$ cat src/rtl/rtc_bus_cycle.sv
// Read/write transaction generator for the RTC multiplexed address/data bus.
// Optional chip-select recovery state after each access: define RTC_CYCLE_GAP_EN.
//
// state  | meaning
// IDLE   | waiting for start
// A_SET  | address driven, setup before strobe
// A_STB  | address latch strobe (wr_req)
// A_HLD  | address held after strobe
// D_SET  | data phase setup (write data driven, or bus released for read)
// D_STB  | data strobe (wr_req for write, rd_req for read)
// D_HLD  | data phase hold
// GAP    | chip-select recovery, all requests low (RTC_CYCLE_GAP_EN only)
module rtc_bus_cycle #(
  parameter int PHASE_CYC = 10
) (
  input  logic       clk,
  input  logic       reset_n,
  input  logic       start,
  input  logic       rw,
  input  logic [7:0] addr,
  input  logic [7:0] wdata,
  input  logic [7:0] ad_in,
  output logic       busy,
  output logic       done,
  output logic [7:0] rdata,
  output logic       cs_req,
  output logic       wr_req,
  output logic       rd_req,
  output logic       addr_phase,
  output logic       bus_oe,
  output logic [7:0] bus_out
);

  typedef enum logic [2:0] {
    IDLE, A_SET, A_STB, A_HLD, D_SET, D_STB, D_HLD, GAP
  } state_t;

  localparam logic [7:0] RELOAD = 8'(PHASE_CYC - 1);

  state_t     state, state_nxt;
  logic [7:0] cnt;
  logic       rw_q;
  logic [7:0] addr_q, wdata_q;
  logic       accept, phase_end;

  logic       rw_nxt;
  logic [7:0] addr_nxt, wdata_nxt;
  logic       busy_d, done_d, cs_d, wr_d, rd_d, ap_d, oe_d;
  logic [7:0] bus_out_d;

  assign accept    = (state == IDLE) && start;
  assign phase_end = (cnt == 8'd0);

  always_ff @(posedge clk or negedge reset_n) begin
    if (!reset_n) begin
      state      <= IDLE;
      cnt        <= 8'd0;
      rw_q       <= 1'b0;
      addr_q     <= 8'h00;
      wdata_q    <= 8'h00;
      rdata      <= 8'h00;
      busy       <= 1'b0;
      done       <= 1'b0;
      cs_req     <= 1'b0;
      wr_req     <= 1'b0;
      rd_req     <= 1'b0;
      addr_phase <= 1'b0;
      bus_oe     <= 1'b0;
      bus_out    <= 8'h00;
    end else begin
      state <= state_nxt;
      if (state_nxt != state)
        cnt <= RELOAD;
      else if (!phase_end)
        cnt <= cnt - 8'd1;
      rw_q    <= rw_nxt;
      addr_q  <= addr_nxt;
      wdata_q <= wdata_nxt;
      // Capture on the edge that closes the final strobe cycle of a read.
      if (state == D_STB && phase_end && rw_q)
        rdata <= ad_in;
      busy       <= busy_d;
      done       <= done_d;
      cs_req     <= cs_d;
      wr_req     <= wr_d;
      rd_req     <= rd_d;
      addr_phase <= ap_d;
      bus_oe     <= oe_d;
      bus_out    <= bus_out_d;
    end
  end

  always_comb begin
    state_nxt = state;
    case (state)
      IDLE:  if (start)     state_nxt = A_SET;
      A_SET: if (phase_end) state_nxt = A_STB;
      A_STB: if (phase_end) state_nxt = A_HLD;
      A_HLD: if (phase_end) state_nxt = D_SET;
      D_SET: if (phase_end) state_nxt = D_STB;
      D_STB: if (phase_end) state_nxt = D_HLD;
`ifdef RTC_CYCLE_GAP_EN
      D_HLD: if (phase_end) state_nxt = GAP;
      GAP:   if (phase_end) state_nxt = IDLE;
`else
      D_HLD: if (phase_end) state_nxt = IDLE;
`endif
      default: state_nxt = IDLE;
    endcase
  end

  // Outputs are decoded from the next state (and freshly latched fields) so
  // the registered requests line up with the state they describe.
  always_comb begin
    rw_nxt    = accept ? rw    : rw_q;
    addr_nxt  = accept ? addr  : addr_q;
    wdata_nxt = accept ? wdata : wdata_q;
    busy_d    = (state_nxt != IDLE);
    done_d    = (state != IDLE) && (state_nxt == IDLE);
    ap_d      = (state_nxt == A_SET) || (state_nxt == A_STB) || (state_nxt == A_HLD);
    cs_d      = ap_d || (state_nxt == D_SET) || (state_nxt == D_STB) || (state_nxt == D_HLD);
    wr_d      = (state_nxt == A_STB) || ((state_nxt == D_STB) && !rw_nxt);
    rd_d      = (state_nxt == D_STB) && rw_nxt;
    oe_d      = ap_d || (cs_d && !rw_nxt);
    bus_out_d = 8'h00;
    if (ap_d)
      bus_out_d = addr_nxt;
    else if (cs_d && !rw_nxt)
      bus_out_d = wdata_nxt;
  end

endmodule

$ cat config.mk
export PLATFORM = sky130hd
export DESIGN_NAME = rtc_bus_cycle
export DESIGN_NICKNAME = d
export VERILOG_FILES = /design/src/rtl/rtc_bus_cycle.sv
export SDC_FILE = /design/constraint.sdc
export NUM_CORES = 1
export LEC_CHECK = 0
export CAP_MARGIN = 20
export CELL_PAD_IN_SITES_DETAIL_PLACEMENT = 2
export CELL_PAD_IN_SITES_GLOBAL_PLACEMENT = 2
export CORE_ASPECT_RATIO = 0.9
export CORE_UTILIZATION = 29
export DETAILED_ROUTE_END_ITERATION = 16
export PLACE_DENSITY = 0.76
export SYNTH_ARGS = -nofsm -noshare
export SYNTH_HDL_FRONTEND = slang
export SYNTH_SLANG_ARGS = --single-unit
$ cat constraint.sdc
create_clock -name clk -period 2 [get_ports clk]
set_input_delay 0.3 -clock clk [delete_from_list [all_inputs] [get_ports clk]]
set_output_delay 0.3 -clock clk [all_outputs]
set_load 0.05 [all_outputs]
==> metrics.txt <==
Final Hold Vio Count=0; WL per Instance=16.9 µm; measured slew at the worst slew-check pin=655 ps; Mapped Area=2170 µm²; fin crit share=97.3%; CTS tree=built; min Tclk post-route=approximately 2000 ps; Die H=around 84 µm; Die Width=93.3 µm; Critical R2R Launch=cnt[1]$_DFFE_PN0P_; post-route design area=between 3000 and 4000 µm²; final core occ=between 40% and 50%; FF/Latch Area=1280 µm²; max cap viols=0; register area share after synthesis=around three fifths; Post-DP HPWL=4110 µm; FMAX=514 MHz; CP startpoint kind=flip-flop; area of the core=between 7000 and 8000 µm²; Syn Inst Count=around 180; dpl cell area=2940 µm²; Fillers=between 700 and 800; clock-pin slew on the worst setup and hold paths=100 ps; FFs w/ async S/R, synth=100%; Area contributors post-synth=dfrtp_1, mux2i_1, mux2_2; drt pass-1 iters=3; H-Tree Depth=2; initial DRC count=38; EDFF count, synth=0; Die Area=7840 µm²; P_leak=roughly 0.0013 µW; CTS Sinks=51; DRC viols=0; vias=1656; Layout area overhead=42.4%; largest net degree at the start of global routing=52; first-pass GRT wire length=about 9700 µm; average size of a mapped cell=12.0 µm²; worst r2r dst=rdata[5]$_DFFE_PN0P_; Port Buffers=50; Slew Viols, Final=0; Tot GR Track Use=16.3%; peak supply drop=0.868 mV; Synth Warn #=0; share of cells above drive strength 1=20.9%; num ports=51; later-pin clock latency in the skew report=310 ps; RSZ-0062 raised after global routing=yes; Crit. End Element=flip-flop; PD cells=1600 nW/µm²; most common cell in the netlist=dfrtp_1; Num CTS Buffers=5; HP Class=primary input to asynchronous set/reset pin; Clk Tree Root Cell=clkbuf_8; Routed Antenna Nets=0; total gr overflow=0; # setup viols final=0; crit path max fanout=8; dominant cell type by area after synthesis=dfrtp_1; Final #Nets=283; initial antenna violation count=0; vias in the first global route=1913; Yosys cell types=40; crit path DAT=2140 ps; Detailed Route WL=5850 µm; most frequent cells after synthesis=dfrtp_1, inv_1, mux2i_1; Multi-input gate area=roughly 840 µm²; top-area cell type share of the netlist area=58.7%; critical path type=flip-flop to flip-flop; r2r setup slk=between 50 and 60 ps; R2R cell count=6; top_reg_cell synth=dfrtp_1; row cnt=29; Setup Skew=8.83 ps; syn_nets=210; status=finished clean; Worst Path Required=2190 ps; routability cong.=0.740; CTS max path bufs=2; Avg Vias per Cell=between 4 and 5; diode count=0; Initial Util=30.4%; post-synthesis register bit count=51; worst rel slew slack=between 50 and 60%
[logic make-up (layout without fill, tap and decap cells)]
logic type	count (synthesis)	after routing	synth area share (%)
AOI/OAI and AO/OA	23	23	7.31
DFF	51	51	58.7
adders and majority gates	2	2	1.04
buffers and inverters	27	100	5.12
and+or+nand+nor	46	46	12.8
xor gates and xnor gates	4	4	1.61
muxes	28	28	13.4
[how the worst max path moves through the flow]
stage | depth (start not counted) | slack [ps] | to | startpoint
6_report | 6 | 50 | rdata[5]$_DFFE_PN0P_ | cnt[1]$_DFFE_PN0P_
5_1_grt | 7 | -30 | cnt[1]$_DFFE_PN0P_ | cnt[5]$_DFFE_PN0P_
4_1_cts | 7 | 20 | rdata[5]$_DFFE_PN0P_ | cnt[1]$_DFFE_PN0P_
3_5_place_dp | 6 | -140 | bus_out[6]$_DFF_PN0_ | start
3_3_place_gp | 6 | -50 | bus_out[2]$_DFF_PN0_ | start
2_1_floorplan | 7 | 30 | rdata[0]$_DFFE_PN0P_ | cnt[0]$_DFFE_PN0P_
[cell usage in the layout, fill, tap and decap left out, drive strengths merged, types with 8 or more instances in the layout]
master	n
dfrtp	51
clkdlybuf4s50	49
buf	23
inv	21
mux2i	20
nor2	10
nand2	8
o22ai	8
mux2	8
[sequential cells by signal, indices dropped and copies added (netlist names)]
name / count
cs_req: 1
bus_oe: 1
done: 1
rw_q: 1
cnt: 8
rdata: 8
rd_req: 1
wdata_q: 8
busy: 1
addr_phase: 1
bus_out: 8
state: 3
addr_q: 8
wr_req: 1
[power by group]
group	internal [µW]	switching, µW
logic	1050	1470
clock network	366	344
registers	1460	261
total	2880	2080
[what timing repair did]
item | in CTS | in global routing
hold buffers | 0 | 0
pin swaps | 1 | 2
gates resized for setup | 6 | 5
buffers inserted | 1 | 2
endpoints found under the setup margin | 17 | 12
[routing by layer]
| metal | GRT usage, % | up-vias | routed length, µm |
|---|---|---|---|
| met5 | 0 | - | 0 |
| met1 | 20.0 | 844 | 2590 |
| met2 | 29.1 | 40 | 2990 |
| met4 | 4.20 | 0 | 68 |
| met3 | 3.28 | 6 | 201 |
| li1 | - | 766 | - |
[metrics by stage]
step	total power, µW	cells	setup TNS [ps]	worst slack [ps]	hold slack, ps
floorplan	3060	181	0	29.8	4.41
global placement	4040	338	-210	-52.8	460
detailed placement	4150	338	-1660	-142	471
CTS	4950	346	0	16.9	130
global route	5270	347	-176	-29.3	157
finish	4960	347	0	54.7	101
[final cells by class]
type | count | area share (%)
Clock buffer | 5 | 2.22
Multi-Input combinational cell | 103 | 27.3
Clock inverter | 2 | 1.21
Tap cell | 93 | 3.76
Sequential cell | 51 | 41.2
Inverter | 21 | 2.55
Timing Repair Buffer | 72 | 21.7
[worst max-delay path: stages, from the launching register on]
cell and delay (ps):
dfrtp_1 410, inv_2 80, ha_4 140, or3b_4 410
nor2_4 130, and4_4 300, mux2_2 360
Power figures use the tool's default switching activity.
